===== src/rtl/uart_pkg.sv =====
// Shared definitions for the parametrised UART receiver: parity modes, FSM encoding, counter width.
// The BREAK state exists only when UART_RX_BREAK_DETECT_EN is defined.
package uart_pkg;

  localparam int PAR_NONE = 0;
  localparam int PAR_EVEN = 1;
  localparam int PAR_ODD  = 2;

`ifdef UART_RX_BREAK_DETECT_EN
  typedef enum logic [2:0] {ST_IDLE, ST_START, ST_DATA, ST_PARITY, ST_STOP, ST_BREAK} state_t;
`else
  typedef enum logic [2:0] {ST_IDLE, ST_START, ST_DATA, ST_PARITY, ST_STOP} state_t;
`endif

  function automatic int cnt_width(input int n);
    return (n < 2) ? 1 : $clog2(n);
  endfunction

endpackage


===== src/rtl/uart_bit_sampler.sv =====
// Serial input conditioning: 2-flop synchroniser, falling-edge detect, bit-period counter
// and 2-of-3 majority vote around mid-bit.
module uart_bit_sampler
  import uart_pkg::*;
#(
  parameter int CLKS_PER_BIT = 1041
) (
  input  logic clock,
  input  logic reset,
  input  logic din,
  input  logic run,
  output logic din_s,
  output logic fall_edge,
  output logic sample_strobe,
  output logic sample_bit,
  output logic bit_end
);

  localparam int CW   = cnt_width(CLKS_PER_BIT);
  localparam int HALF = CLKS_PER_BIT / 2;
  localparam logic [CW-1:0] C_LAST = CW'(CLKS_PER_BIT - 1);
  localparam logic [CW-1:0] C_S0   = CW'(HALF - 1);
  localparam logic [CW-1:0] C_S1   = CW'(HALF);
  localparam logic [CW-1:0] C_S2   = CW'(HALF + 1);

  logic          sync1, sync2, din_prev;
  logic [CW-1:0] cnt;
  logic          samp_a, samp_b;

  always_ff @(posedge clock or negedge reset) begin
    if (!reset) begin
      sync1    <= 1'b1;
      sync2    <= 1'b1;
      din_prev <= 1'b1;
      cnt      <= '0;
      samp_a   <= 1'b1;
      samp_b   <= 1'b1;
    end else begin
      sync1    <= din;
      sync2    <= sync1;
      din_prev <= sync2;
      // Counter is held at zero while idle so every frame starts aligned to its start edge.
      if (!run || cnt == C_LAST) cnt <= '0;
      else                       cnt <= cnt + CW'(1);
      if (run && cnt == C_S0) samp_a <= sync2;
      if (run && cnt == C_S1) samp_b <= sync2;
    end
  end

  assign din_s         = sync2;
  assign fall_edge     = din_prev & ~sync2;
  assign sample_strobe = run && (cnt == C_S2);
  assign sample_bit    = (samp_a & samp_b) | (samp_a & sync2) | (samp_b & sync2);
  assign bit_end       = run && (cnt == C_LAST);

endmodule


===== src/rtl/uart_rx_param.sv =====
// Parametrised UART receiver with valid/ready output and overrun pulse.
// Define UART_RX_BREAK_DETECT_EN to add break detection and the rx_break output.
module uart_rx_param
  import uart_pkg::*;
#(
  parameter int CLKS_PER_BIT = 1041,
  parameter int DATA_BITS    = 8,
  parameter int PARITY_MODE  = 0,
  parameter int STOP_BITS    = 2
) (
  input  logic                 clock,
  input  logic                 reset,
  input  logic                 din,
  output logic [DATA_BITS-1:0] rx_data,
  output logic                 rx_valid,
  input  logic                 rx_ready,
  output logic                 rx_perr,
  output logic                 rx_ferr,
  output logic                 rx_overrun,
  output logic                 rx_busy
`ifdef UART_RX_BREAK_DETECT_EN
  , output logic               rx_break
`endif
);

  localparam logic [3:0] LAST_DATA = 4'(DATA_BITS - 1);
  localparam logic [3:0] LAST_STOP = 4'(STOP_BITS - 1);

  state_t               state;
  logic [3:0]           bit_idx;
  logic [DATA_BITS-1:0] shreg;
  logic                 perr_acc, ferr_acc, stop_zero, deliver;
  logic                 run, din_s, fall_edge, sample_strobe, sample_bit, bit_end;
  logic                 par_exp;

  assign run     = (state != ST_IDLE);
  assign rx_busy = run;
  assign par_exp = (PARITY_MODE == PAR_ODD) ? ~(^shreg) : ^shreg;

  uart_bit_sampler #(.CLKS_PER_BIT(CLKS_PER_BIT)) u_sampler (
    .clock         (clock),
    .reset         (reset),
    .din           (din),
    .run           (run),
    .din_s         (din_s),
    .fall_edge     (fall_edge),
    .sample_strobe (sample_strobe),
    .sample_bit    (sample_bit),
    .bit_end       (bit_end)
  );

  always_ff @(posedge clock or negedge reset) begin
    if (!reset) begin
      state      <= ST_IDLE;
      bit_idx    <= '0;
      shreg      <= '0;
      perr_acc   <= 1'b0;
      ferr_acc   <= 1'b0;
      stop_zero  <= 1'b0;
      deliver    <= 1'b0;
      rx_data    <= '0;
      rx_valid   <= 1'b0;
      rx_perr    <= 1'b0;
      rx_ferr    <= 1'b0;
      rx_overrun <= 1'b0;
`ifdef UART_RX_BREAK_DETECT_EN
      rx_break   <= 1'b0;
`endif
    end else begin
      rx_overrun <= 1'b0;
      deliver    <= 1'b0;
      if (rx_valid && rx_ready) rx_valid <= 1'b0;
      // A delivery arriving while the held word is unaccepted is dropped and flagged.
      if (deliver) begin
        if (!rx_valid || rx_ready) begin
          rx_data  <= shreg;
          rx_perr  <= perr_acc;
          rx_ferr  <= ferr_acc;
          rx_valid <= 1'b1;
        end else begin
          rx_overrun <= 1'b1;
        end
      end

      case (state)
        ST_IDLE: begin
          if (fall_edge && !din_s) begin
            state     <= ST_START;
            bit_idx   <= '0;
            perr_acc  <= 1'b0;
            ferr_acc  <= 1'b0;
            stop_zero <= 1'b1;
          end
        end
        ST_START: begin
          if (sample_strobe && sample_bit) state <= ST_IDLE;
          else if (bit_end)                state <= ST_DATA;
        end
        ST_DATA: begin
          if (sample_strobe) begin
            shreg <= {sample_bit, shreg[DATA_BITS-1:1]};
            if (bit_idx == LAST_DATA) begin
              bit_idx <= '0;
              state   <= (PARITY_MODE != PAR_NONE) ? ST_PARITY : ST_STOP;
            end else begin
              bit_idx <= bit_idx + 4'd1;
            end
          end
        end
        ST_PARITY: begin
          if (sample_strobe) begin
            perr_acc <= (sample_bit != par_exp);
            state    <= ST_STOP;
          end
        end
        ST_STOP: begin
          if (sample_strobe) begin
            if (!sample_bit) ferr_acc  <= 1'b1;
            else             stop_zero <= 1'b0;
            if (bit_idx == LAST_STOP) begin
              // Leave at mid-bit of the last stop so a back-to-back start edge is not missed.
              state <= ST_IDLE;
`ifdef UART_RX_BREAK_DETECT_EN
              if (shreg == '0 && stop_zero && !sample_bit) begin
                state    <= ST_BREAK;
                rx_break <= 1'b1;
              end else begin
                deliver <= 1'b1;
              end
`else
              deliver <= 1'b1;
`endif
            end else begin
              bit_idx <= bit_idx + 4'd1;
            end
          end
        end
`ifdef UART_RX_BREAK_DETECT_EN
        ST_BREAK: begin
          if (din_s) begin
            state    <= ST_IDLE;
            rx_break <= 1'b0;
          end
        end
`endif
        default: state <= ST_IDLE;
      endcase
    end
  end

endmodule


===== config.mk =====
export PLATFORM = sky130hd
export DESIGN_NAME = uart_rx_param
export DESIGN_NICKNAME = d
export VERILOG_FILES = /design/src/rtl/uart_pkg.sv /design/src/rtl/uart_bit_sampler.sv /design/src/rtl/uart_rx_param.sv
export SDC_FILE = /design/constraint.sdc
export NUM_CORES = 1
export LEC_CHECK = 0
export ABC_AREA = 1
export BUFFER_PORTS_ARGS = -buffer_cell sky130_fd_sc_hd__buf_4
export CORE_MARGIN = 4
export CORE_UTILIZATION = 42
export DETAILED_ROUTE_END_ITERATION = 8
export PLACE_DENSITY_LB_ADDON = 0.1
export SYNTH_ARGS = -nofsm -noshare
export SYNTH_HDL_FRONTEND = slang
export SYNTH_SLANG_ARGS = --single-unit

===== constraint.sdc =====
create_clock -name clock -period 1.76 [get_ports clock]
set_input_delay 0.176 -clock clock [delete_from_list [all_inputs] [get_ports clock]]
set_output_delay 0.176 -clock clock [all_outputs]
set_load 0.03 [all_outputs]

# After elaboration in Yosys (flattened, before gate mapping)

Cells that the tools add are included.

Add/subtract/negate cells: 2
Equality and inequality tests: 20
Mux-type cells: 30
Bitwise operators: 7
Reduce and logical (&&, ||, !) cells: 24

Operators by type and width:

| operator                | number |
|---|---|
| $eq A11 B10 Y1 const B  | 3 |
| $mux W3                 | 8 |
| $mux W4                 | 5 |
| $ne A2 B2 Y1 const B    | 8 |
| $pmux W3 S5             | 1 |
| $mux W1                 | 12 |
| $pmux W4 S3             | 1 |
| $add A11 B1 Y11 const B | 1 |
| $eq A11 B11 Y1 const B  | 1 |
| $mux W11                | 1 |
| $reduce_xor A8 Y1       | 1 |
| $logic_and A1 B1 Y1     | 7 |
| $reduce_and A7 Y1       | 1 |
| $eq A3 B2 Y1 const B    | 2 |
| $reduce_bool A3 Y1      | 2 |
| $reduce_and A5 Y1       | 1 |
| $add A4 B1 Y4 const B   | 1 |
| $and A1 B1 Y1           | 4 |
| $eq A4 B1 Y1 const B    | 1 |
| $eq A4 B3 Y1 const B    | 1 |
| $pmux W1 S2             | 2 |
| $reduce_and A2 Y1       | 2 |
| $reduce_and A4 Y1       | 1 |
| $reduce_bool A2 Y1      | 2 |
| other kinds (10)        | 14 |

Register bits after elaboration: 46
Input port bits: 4
Word-level logic and storage cells: 100

# Depth between registers and ports, before layout

Gate-level depths: netlist of run 1.

Word-level depth: 6
Mapped depth: 10
Depth with buffers taken out: 10

# Cells and area by module

Synthesis of run 1 repeated with hierarchy kept, for this count alone.

Cells, all modules: 310
Area total of the unflattened synthesis: 2402.3 um2

Modules (own cells, without submodules):

| module           | instances | cells an instance | area each (um2) |
|---|---|---|---|
| uart_rx_param    | 1         | 184               | 1463.9 |
| uart_bit_sampler | 1         | 126               | 938.4 |

# Least setup slack after synthesis of run 1

Ideal clock, no wire load.

Path kind: register to register
From: reg u_sampler.cnt[1]
To: reg bit_idx[2]
Library setup time: 0.123 ns
Data arrival time: 1.271 ns
Data required time: 1.637 ns
Slack: 0.366 ns
Stages on the path, launching flop included: 9
Path buffers: 0
Period minus slack after synthesis: 1.394 ns
Cell sequence: dfrtp_1 -> inv_1 -> ha_1 -> and3_4 -> nand2_4 -> a21boi_4 -> nand2_4 -> nand2_1 -> o21ai_2

Longest elaborated chain between the ends: 4

RTL lines:

| what                          | line                   | text |
|---|---|---|
| start: declaration            | uart_bit_sampler.sv:27 | `logic [CW-1:0] cnt;` |
| start signal: assignment      | uart_bit_sampler.sv:44 | `else cnt <= cnt + CW'(1);` |
| $eq A11 B10 Y1 *              | uart_bit_sampler.sv:52 | `assign sample_strobe = run && (cnt == C_S2);` |
| $logic_and A1 B1 Y1 *         | uart_bit_sampler.sv:52 |  |
| $ne A2 B2 Y1 (no line)        | n/a                    |  |
| $reduce_and A5 Y1 (no line) * | n/a                    |  |
| end signal: assignment        | uart_rx_param.sv:106   | `bit_idx <= bit_idx + 4'd1;` |
| end signal: assignment        | uart_rx_param.sv:134   | `bit_idx <= bit_idx + 4'd1;` |
| end: declaration              | uart_rx_param.sv:30    | `logic [3:0] bit_idx;` |

Every way passes the cells marked *; elsewhere a longest branch is shown, timed or not.
A chain may end at the register's enable or synchronous reset.

# Worst setup path after layout of run 1

From: reg u_sampler.cnt[0]
To: reg state[2]

Longest elaborated chain between the ends: 5

RTL lines:

| what                                                              | line                   | text |
|---|---|---|
| $eq A11 B10 Y1                                                    | uart_bit_sampler.sv:52 |  |
| $logic_and A1 B1 Y1                                               | uart_bit_sampler.sv:52 |  |
| $logic_and A1 B1 Y1                                               | uart_rx_param.sv:96    | `if (sample_strobe && sample_bit) state <= ST_IDLE;` |
| $ne A3 B3 Y1 (no line) / $mux W3 (equally long branches)          | n/a                    |  |
| $reduce_and A7 Y1 (no line) / $pmux W3 S5 (equally long branches) | n/a                    |  |
| end signal: assignment                                            | uart_rx_param.sv:104   | `state <= (PARITY_MODE != PAR_NONE) ? ST_PARITY : ST_STOP;` |
| end: declaration                                                  | uart_rx_param.sv:29    | `state_t state;` |

Parallel ways exist; a longest one is shown, timed or not.

==> impl_metrics.env, run 1 <==
export IMPL_outcome="finished clean"
export IMPL_critical_path_startpoint_type="flop"
export IMPL_grt_max_degree=47
export IMPL_hold_path_class="input pin to flop"
export IMPL_synth_compound_area_share_pct=8.25
export IMPL_r2r_setup_slack_ps=220
export IMPL_route_detailed_drc=0
export IMPL_io_buffers=16
export IMPL_relSlewSlack_pct=61.0
export IMPL_grt_pass1_vias=1729
export IMPL_hold_viol=0
export IMPL_yosysUniqueCellTypes=37
export IMPL_ys_ff_latch=46
export IMPL_fin_worst_skew_ps=5.94
export IMPL_hpwl_um=3230
export IMPL_required_ps=1960
export IMPL_vias_per_cell=4.71
export IMPL_synth_xor_area_share_pct=1.82
export IMPL_rows=27
export IMPL_synth_seq_area_share_pct=48.0
export IMPL_layout_cells_non_filler=380
export IMPL_setup_viol=0
export IMPL_drt_wl_total_um=4340
export IMPL_drtIter0Drc=85
export IMPL_tightest_slew_ps=584
export IMPL_postRouteAntennaNets=0
export IMPL_clockBufferDepth=2
export IMPL_whs_ps=132
export IMPL_r2r_end="state[2]$_DFFE_PN0P_"
export IMPL_initial_core_util_pct=43.5
export IMPL_power_leakage_nw=1.31
export IMPL_final_max_slew_viol_count=0
export IMPL_cap_viol_max_count=0
export IMPL_cts_max_level=2
export IMPL_grtUsageTotal_pct=13.5
export IMPL_yosys_warnings=0
export IMPL_synth_top_family_by_area="simple AND/OR/NAND/NOR gates"
export IMPL_dieArea_um2=7020
export IMPL_total_power_mw=2.34
export IMPL_wl_per_cell_um=11.4
export IMPL_cts_sinks=46
export IMPL_critPathArrivalTime_ps=1740
export IMPL_clk_pin_slew_ps=90
export IMPL_fin_crit_ps=1540
export IMPL_avgSynthCellArea_um2=8.55
export IMPL_synth_adder_area_share_pct=2.59
export IMPL_final_nets=316
export IMPL_clockRootBuffer="clkbuf_8"
export IMPL_dp_cells=370
export IMPL_synth_cell_area_um2=2410
export IMPL_antenna_cells=0
export IMPL_vias=1791
export IMPL_cts_buffers=5
export IMPL_clk_latency_ps=300
export IMPL_multiInputGateArea_um2=1090
export IMPL_async_flop_share_pct=100
export IMPL_vdd_drop_max_mv=0.581
export IMPL_path_max_fanout=6
export IMPL_p_per_area_nw_per_um2=850
export IMPL_rsz0062_at_grt="no"
export IMPL_layout_drive_gt1_share_pct=22.7
export IMPL_core_um2=5540
export IMPL_ys_flop_type="dfrtp_1"
export IMPL_antenna_found_initial=0
export IMPL_seq_area_um2=1160
export IMPL_critical_path_class="flop to flop"
export IMPL_fmax_ghz=0.649
export IMPL_r2r_cells=8
export IMPL_die_width_um=83.8
export IMPL_tritoncts="built"
export IMPL_synthSimpleGateAreaFrac_pct=31.8
export IMPL_ioPinCount=17
export IMPL_grt_pass1_wl_um=7780
export IMPL_synth_nets=291
export IMPL_drt_pass1_iterations=4
export IMPL_die_height_um=83.8
export IMPL_syn_inst=282
export IMPL_gp_congestion=0.861
export IMPL_r2r_start="u_sampler.cnt[0]$_DFF_PN0_"
export IMPL_synth_edff_count=0
export IMPL_critPathCapture="state[2]$_DFFE_PN0P_"
export IMPL_area_growth_syn_to_layout_pct=14.2
export IMPL_grt_overflow=0
export IMPL_fillers=548
export IMPL_finalSetupTns_ps=0
export IMPL_muxShareOfSynthArea_pct=0.467
export IMPL_post_dp_cell_area_um2=2640
export IMPL_worstSetupStartpoint="u_sampler.cnt[0]$_DFF_PN0_"
export IMPL_fin_area_um2=2750
export IMPL_fin_crit_sh_pct=87.5
export IMPL_cp_end_kind="flop"
-- Yosys cell counts, drive strengths merged (3+ instances only) --
master,n,area (um2)
xor2,3,26.3
nor3,11,71.3
ha,5,62.6
nor2,28,141
inv,41,154
nand4,6,37.5
dfrtp,41,1030
nand3b,3,26.3
nand2,79,322
o21ai,25,144
nand3,17,115
dfstp,5,131
a21oi,5,28.8
-- registers in the layout, summed over array words and instances (netlist names) --
| name | cells |
|---|---|
| u_sampler.cnt | 11 |
| rx_data | 8 |
| shreg | 8 |
| bit_idx | 4 |
| state | 3 |
| deliver | 1 |
| ferr_acc | 1 |
| perr_acc | 1 |
| rx_ferr | 1 |
| rx_overrun | 1 |
| rx_perr | 1 |
| rx_valid | 1 |
| u_sampler.din_prev | 1 |
| u_sampler.din_s | 1 |
| u_sampler.samp_a | 1 |
| u_sampler.samp_b | 1 |
| u_sampler.sync1 | 1 |
-- placed cells by master (no fill, tap or decap), types with 3 or more instances in the layout --
| cell type | n |
|---|---|
| inv_1 | 34 |
| nand4_1 | 6 |
| o21ai_0 | 20 |
| a21oi_1 | 4 |
| xor2_1 | 3 |
| nand2_2 | 4 |
| nor2_1 | 23 |
| nor3_1 | 8 |
| nand2_1 | 73 |
| dfrtp_1 | 40 |
| dfstp_2 | 5 |
| ha_1 | 5 |
| buf_4 | 18 |
| nand3_1 | 14 |
| clkbuf_8 | 5 |
| o21ai_2 | 5 |
| inv_2 | 7 |
-- stage by stage --
stage | util, % | setup slack, ps
2_1_floorplan | - | 366
3_3_place_gp | 47.7 | 115
3_5_place_dp | 47.7 | 109
4_1_cts | 49.6 | 86.0
5_1_grt | 49.7 | 13.1
6_report | 49.7 | 220
-- layout make-up --
| class | count | area share, % |
|---|---|---|
| sequential | 46 | 42.1 |
| tap | 72 | 3.27 |
| clock buffer | 6 | 2.64 |
| timing repair buffer | 21 | 6.36 |
| clock inverter | 2 | 0.500 |
| multi-input combinational | 192 | 39.6 |
| inverter | 41 | 5.59 |
-- report_power, final --
group / switching (mW) / internal, mW
Sequential: 0.0617 / 1.11
Clock: 0.362 / 0.281
Combinational: 0.330 / 0.193
Total: 0.754 / 1.59
-- per-layer routing --
| layer | GRT usage (%) | up-vias | wire length, um |
|---|---|---|---|
| li1 | - | 945 | - |
| met1 | 16.9 | 805 | 2080 |
| met2 | 22.6 | 33 | 2020 |
| met3 | 4.24 | 8 | 191 |
| met4 | 3.36 | 0 | 50 |
| met5 | 0 | - | 0 |
-- worst max-delay path, cell delays in order (launching register included) --
cell      delay (ps)
dfrtp_2          450
inv_1             70
ha_1             170
nand2_1           80
nor3_2           150
nand3_1          120
nand3b_2         250
nand3_1           90
nand2_1           50
-- cell families after synthesis --
logic type                 count (synthesis)
adders and majority gates                  5
muxes                                      1
xor gates and xnor gates                   5
DFF                                       46
and+or+nand+nor                          149
AOI/OAI and AO/OA                         32
buffers and inverters                     44
-- worst min-delay path by stage --
stage | to | slack (ps) | depth (start not counted) | start
finish | rx_overrun$_DFF_PN0_ | 130 | 4 | rx_ready
global route | rx_overrun$_DFF_PN0_ | 160 | 4 | rx_ready
CTS | rx_overrun$_DFF_PN0_ | 130 | 4 | rx_ready
detailed placement | rx_overrun$_DFF_PN0_ | 220 | 1 | reset
global placement | rx_overrun$_DFF_PN0_ | 220 | 1 | reset
floorplan | bit_idx[0]$_DFFE_PN0P_ | -120 | 0 | reset
-- repair_timing --
action | CTS | global route
hold buffers | 2 | 0
hold endpoints to repair | 42 | 0
setup buffers | 0 | 0
endpoints found under the setup margin | 0 | 14
gates resized for setup | 0 | 2
Power figures use the tool's default switching activity.
==> run 2, diff against run 1 <==
CORE_UTILIZATION = 59   (was 42)
CTS_CLUSTER_DIAMETER = 60   (was not set)
==> impl_metrics.env, run 2 (synthesis gave the netlist of run 1 again) <==
export IMPL_initial_core_util_pct=63.5
export IMPL_vdd_drop_max_mv=0.588
export IMPL_critical_path_startpoint_type="flop"
export IMPL_tightest_slew_ps=577
export IMPL_drtIter0Drc=134
export IMPL_wl_per_cell_um=12.2
export IMPL_finalSetupTns_ps=0
export IMPL_r2r_cells=7
export IMPL_cts_max_level=2
export IMPL_cts_buffers=5
export IMPL_p_comb_share_pct=19.6
export IMPL_layout_drive_gt1_share_pct=22.1
export IMPL_fin_crit_sh_pct=88.3
export IMPL_drt_pass1_iterations=4
export IMPL_grt_overflow=0
export IMPL_dp_slack_ps=96.5
export IMPL_hold_viol=0
export IMPL_largest_register="u_sampler.cnt"
export IMPL_largestRegisters="u_sampler.cnt: 11 flops, rx_data: 8 flops, shreg: 8 flops"
export IMPL_largest_reg_flops=11
export IMPL_timing_final_ws_setup_ps=206
export IMPL_rows=22
export IMPL_grt_pass1_wl_um=8000
export IMPL_switching_power_uw=742
export IMPL_antenna_found_initial=0
export IMPL_final_max_slew_viol_count=0
export IMPL_die_width_um=71.9
export IMPL_dieArea_um2=5180
export IMPL_postRouteAntennaNets=0
export IMPL_vias_per_cell=5.10
export IMPL_io_buffers=16
export IMPL_die_height_um=71.9
export IMPL_route_detailed_drc=0
export IMPL_vias=1812
export IMPL_clockRootBuffer="clkbuf_8"
export IMPL_grt_max_degree=47
export IMPL_hpwl_um=3160
export IMPL_critical_path_class="flop to flop"
export IMPL_critPathCapture="perr_acc$_DFFE_PN0P_"
export IMPL_gp_congestion=0.779
export IMPL_power_frac_clock_pct=32.9
export IMPL_antenna_cells=0
export IMPL_critPathArrivalTime_ps=1740
export IMPL_area_growth_syn_to_layout_pct=13.2
export IMPL_switching_share_pct=30.1
export IMPL_required_ps=1950
export IMPL_ioPinCount=17
export IMPL_worstHoldStart="rx_ready"
export IMPL_p_int_mw=1.73
export IMPL_core_um2=3800
export IMPL_hold_path_class="input pin to flop"
export IMPL_power_leakage_nw=1.31
export IMPL_path_max_fanout=5
export IMPL_rsz0062_at_grt="no"
export IMPL_fin_crit_ps=1550
export IMPL_cts_sinks=46
export IMPL_clockBufferDepth=2
export IMPL_clk_latency_ps=300
export IMPL_cap_viol_max_count=0
export IMPL_layout_commonest_cell="nand2_1"
export IMPL_setup_viol=0
export IMPL_pwr_share_seq_pct=47.6
export IMPL_tritoncts="built"
export IMPL_worstSetupStartpoint="u_sampler.cnt[1]$_DFF_PN0_"
export IMPL_r2r_start="u_sampler.cnt[1]$_DFF_PN0_"
export IMPL_r2r_setup_slack_ps=210
export IMPL_fmax_ghz=0.644
export IMPL_cp_end_kind="flop"
export IMPL_grtUsageTotal_pct=19.4
export IMPL_drt_wl_total_um=4330
export IMPL_final_nets=315
export IMPL_relSlewSlack_pct=61.5
export IMPL_grt_pass1_vias=1825
export IMPL_post_cts_buffers=0
export IMPL_clk_pin_slew_ps=90
export IMPL_fin_worst_skew_ps=10.2
export IMPL_mostFrequentLayoutCells="nand2_1, dfrtp_1, inv_1"
export IMPL_p_per_area_nw_per_um2=904
export IMPL_outcome="finished clean"
export IMPL_r2r_end="perr_acc$_DFFE_PN0P_"
==> run 2: changes by cell type in the layout (fill, tap and decap cells not counted) <==
cell       before  now
nor3_1          8    9
nor3_2          2    1
dfrtp_2         1    0
buf_12          1    0
nand2_1        73   72
bufinv_16       0    1
dfrtp_1        40   41
clkbuf_8        5    6
nand2_2         4    5
clkinv_4        1    0
clkinv_2        1    0
==> run 2: cell type report <==
class / count / area [um2]
well taps: 48 / 60.1
clock inverters: 1 / 30.0
multi-input cells: 192 / 1090
fillers: 297 / 1070
flip-flops and latches: 46 / 1160
clock buffers: 7 / 86.3
repair buffers: 20 / 155
inverters: 41 / 154
==> run 2: routing by layer <==
metal	wire length (um)	global-route usage [%]
met5	0	0
met4	48	5.22
met3	142	4.57
met2	2160	34.1
met1	1980	23.9
==> run 2: through the flow <==
step / cell area [um2] / std cells / utilization (%) / total power [mW] / hold WS, ps
final: 2730 / 355 / 71.9 / 2.47 / 139
after floorplan: 2410 / 282 / - / 1.55 / -120
after detailed placement: 2590 / 345 / 68.2 / 1.67 / 210
after global placement: 2590 / 345 / 68.2 / 1.65 / 212
after global routing: 2730 / 355 / 71.9 / 2.62 / 148
after CTS: 2730 / 355 / 71.8 / 2.48 / 133
==> run 2: worst min path at each step <==
stage / cells after the start / slack [ps] / to
floorplan: 0 / -120 / bit_idx[0]$_DFFE_PN0P_
global placement: 1 / 210 / rx_data[0]$_DFFE_PN0P_
detailed placement: 1 / 210 / rx_data[0]$_DFFE_PN0P_
CTS: 4 / 130 / rx_overrun$_DFF_PN0_
global route: 4 / 150 / rx_overrun$_DFF_PN0_
finish: 4 / 140 / rx_overrun$_DFF_PN0_
==> run 2: power by group through the flow <==
| stage | clock network, mW | registers [mW] | logic (mW) |
|---|---|---|---|
| after detailed placement | 0 | 1.19 | 0.476 |
| after global placement | 0 | 1.19 | 0.466 |
| after global routing | 0.879 | 1.19 | 0.556 |
| after floorplan | 0 | 1.18 | 0.365 |
| final | 0.811 | 1.17 | 0.483 |
| after CTS | 0.826 | 1.17 | 0.486 |
==> run 2: worst max-delay path, cell delays in order (launching register included) <==
cell and delay [ps]:
dfrtp_1 420, inv_1 100, ha_1 150, and3_4 250
nand2_4 90, nor3_1 240, nand3b_1 150, nand2_1 60
==> run 2: repair_timing <==
| action | 4_1_cts | 5_1_grt |
|---|---|---|
| resized for setup | 0 | 1 |
| endpoints found under the hold margin | 42 | 0 |
| hold buffers | 2 | 0 |
| endpoints found under the setup margin | 0 | 11 |
==> run 3, diff against run 2 <==
SYNTH_HIERARCHICAL = 1   (was not set)
==> impl_metrics.env, run 3 <==
export IMPL_synth_cell_area_um2=2400
export IMPL_synth_edff_count=0
export IMPL_r2r_cells=10
export IMPL_critical_path_startpoint_type="flop"
export IMPL_die_width_um=71.8
export IMPL_layout_drive_gt1_share_pct=26.3
export IMPL_ioPinCount=17
export IMPL_p_comb_share_pct=40.1
export IMPL_largest_reg_flops=11
export IMPL_mostFrequentLayoutCells="nand2_1, dfrtp_1, buf_4"
export IMPL_relSlewSlack_pct=62.5
export IMPL_clk_pin_slew_ps=80
export IMPL_whs_ps=134
export IMPL_muxShareOfSynthArea_pct=0.938
export IMPL_clockBufferDepth=2
export IMPL_area_growth_syn_to_layout_pct=24.6
export IMPL_critPathTopFamily="simple AND/OR/NAND/NOR gates"
export IMPL_postRouteAntennaNets=0
export IMPL_fin_crit_sh_pct=102
export IMPL_clk_latency_ps=300
export IMPL_hold_path_class="input pin to flop"
export IMPL_clockRootBuffer="clkbuf_8"
export IMPL_dieArea_um2=5160
export IMPL_die_height_um=71.8
export IMPL_cp_common_cell="nand2_1"
export IMPL_path_max_fanout=5
export IMPL_grt_max_degree=47
export IMPL_worstHoldPathCells=4
export IMPL_yosys_top_cells_area="dfrtp_1, nand2_1, inv_1, dfstp_2, nor2_1"
export IMPL_largest_register="u_sampler/cnt"
export IMPL_cp_end_kind="flop"
export IMPL_wl_per_cell_um=13.7
export IMPL_final_max_slew_viol_count=0
export IMPL_route_detailed_drc=0
export IMPL_initial_core_util_pct=63.2
export IMPL_cpMaxStageDelayCell="dfrtp_1"
export IMPL_ys_top_cells_by_count="nand2_1, dfrtp_1, inv_1, nor2_1, o21ai_0"
export IMPL_core_um2=3800
export IMPL_crit_buf_inv=0
export IMPL_layout_commonest_cell="nand2_1"
export IMPL_rows=22
export IMPL_vias_per_cell=5.25
export IMPL_critical_path_class="flop to flop"
export IMPL_grt_pass1_wl_um=9130
export IMPL_synth_top_family_by_area="simple AND/OR/NAND/NOR gates"
export IMPL_yosys_warnings=6
export IMPL_synth_nets=320
export IMPL_timing_final_ws_setup_ps=-39.7
export IMPL_syn_inst=310
export IMPL_crit_path_max_incr_delay_ps=410
export IMPL_final_nets=367
export IMPL_drt_pass1_iterations=4
export IMPL_vias=2131
export IMPL_pwr_share_seq_pct=36.5
export IMPL_synth_largest_area_cell="dfrtp_1"
export IMPL_min_to="rx_overrun$_DFF_PN0_"
export IMPL_hpwl_um=3470
export IMPL_r2r_setup_slack_ps=-40
export IMPL_grtUsageTotal_pct=22.5
export IMPL_p_int_mw=2.07
export IMPL_power_frac_clock_pct=23.4
export IMPL_total_power_mw=3.30
export IMPL_utilization_pct=78.8
export IMPL_switching_power_mw=1.23
export IMPL_required_ps=1950
export IMPL_finalSetupTns_ps=-111
export IMPL_synth_top_area_share_pct=42.7
export IMPL_antenna_cells=0
export IMPL_vdd_drop_max_mv=0.866
export IMPL_grt_overflow=0
export IMPL_tritoncts="built"
export IMPL_tightest_slew_ps=562
export IMPL_drt_wl_total_um=5550
export IMPL_r2r_end="state[2]$_DFFE_PN0P_"
export IMPL_violations="negative setup slack"
export IMPL_fin_worst_skew_ps=5.51
export IMPL_rsz0062_at_grt="yes"
export IMPL_p_per_area_nw_per_um2=1100
export IMPL_worstPathCellList="nor2_1, nand2_1, nor3_4, nand2_1, nand4_1, nor2_2, nor2_4, nand2_4, nand2_1, nand2_1"
export IMPL_power_leakage_nw=1.46
export IMPL_synth_adder_area_share_pct=3.54
export IMPL_cts_max_level=2
export IMPL_io_buffers=16
export IMPL_critPathArrivalTime_ps=1990
export IMPL_yosysUniqueCellTypes=25
export IMPL_worstHoldStart="rx_ready"
export IMPL_synth_most_common_cell="nand2_1"
export IMPL_r2r_start="u_sampler/cnt[7]$_DFF_PN0_"
export IMPL_grt_pass1_vias=2033
export IMPL_ys_flop_type="dfrtp_1"
export IMPL_synth_seq_area_share_pct=48.2
export IMPL_setup_viol=3
export IMPL_ys_ff_latch=46
export IMPL_fmax_ghz=0.556
export IMPL_largestRegisters="u_sampler/cnt: 11 flops, rx_data: 8 flops, shreg: 8 flops"
export IMPL_outcome="complete, but fails checks"
export IMPL_synth_compound_area_share_pct=5.99
export IMPL_cts_sinks=46
export IMPL_synthSimpleGateAreaFrac_pct=31.0
export IMPL_hold_viol=0
export IMPL_avgSynthCellArea_um2=7.75
export IMPL_antenna_found_initial=0
export IMPL_switching_share_pct=37.4
export IMPL_fin_crit_ps=1800
export IMPL_cap_viol_max_count=0
export IMPL_synth_xor_area_share_pct=2.19
export IMPL_async_flop_share_pct=100
export IMPL_gp_congestion=0.966
export IMPL_cts_buffers=5
export IMPL_drtIter0Drc=184
-- run 3: timing repair --
action,CTS,global route
pin swaps,8,9
gates resized for setup,13,21
hold endpoints to repair,42,0
hold buffers,2,0
cloned,1,0
setup buffers,6,4
setup endpoints to repair,1,17
-- run 3: area by class of cell --
type	instances	area [um2]
clock buffers	7	76.3
flip-flops and latches	46	1160
repair buffers	44	347
inverters	44	171
fillers	264	805
multi-input cells	216	1150
clock inverters	1	30.0
well taps	48	60.1
-- run 3: layer usage --
metal	track usage (%)	part of all wire, %	vias to the layer above
met3	4.91	5.4	15
met5	0	0	-
met2	37.3	51	62
met4	7.52	2.4	0
li1	-	-	1056
met1	29.1	41	998
-- run 3: metrics by stage --
stage / std cells / instance area [um2] / worst slack [ps]
floorplan: 310 / 2420 / 9.63
global placement: 386 / 2690 / 167
detailed placement: 386 / 2690 / 66.9
CTS: 403 / 2900 / -4.59
global route: 406 / 2990 / -135
finish: 406 / 2990 / -39.7
-- run 3: worst max-delay path by stage --
| stage | startpoint | cells after the start | slack, ps | endpoint |
|---|---|---|---|---|
| 2_1_floorplan | state[0]$_DFFE_PN0P_ | 13 | 10 | state[0]$_DFFE_PN0P_ |
| 3_3_place_gp | u_sampler/cnt[7]$_DFF_PN0_ | 10 | 170 | state[1]$_DFFE_PN0P_ |
| 3_5_place_dp | u_sampler/cnt[7]$_DFF_PN0_ | 10 | 70 | state[0]$_DFFE_PN0P_ |
| 4_1_cts | state[1]$_DFFE_PN0P_ | 13 | -5 | bit_idx[0]$_DFFE_PN0P_ |
| 5_1_grt | state[0]$_DFFE_PN0P_ | 13 | -130 | state[1]$_DFFE_PN0P_ |
| 6_report | u_sampler/cnt[7]$_DFF_PN0_ | 10 | -40 | state[2]$_DFFE_PN0P_ |
-- run 3: logic make-up (layout without fill, tap and decap cells) --
kind of cell | count (synthesis) | in the layout
AO/OA/AOI/OAI | 28 | 28
adder cells (fa/ha/maj) | 7 | 7
multiplexers | 2 | 2
AND/OR/NAND/NOR | 173 | 173
flip-flops | 46 | 46
buffers and inverters | 48 | 96
XOR/XNOR | 6 | 6
-- run 3: power groups by stage --
stage | Clock (mW) | Sequential (mW) | Combinational [mW]
6_report | 0.772 | 1.21 | 1.33
5_1_grt | 0.833 | 1.22 | 1.47
4_1_cts | 0.778 | 1.20 | 1.09
3_5_place_dp | 0 | 1.22 | 0.976
3_3_place_gp | 0 | 1.22 | 0.953
2_1_floorplan | 0 | 1.25 | 0.653
-- run 3: worst reg2reg max path, delay by kind of cell, from the launching register on --
| kind | cells | cell delay [ps] |
|---|---|---|
| AND/OR/NAND/NOR | 10 | 1280 |
| flip-flops | 1 | 410 |
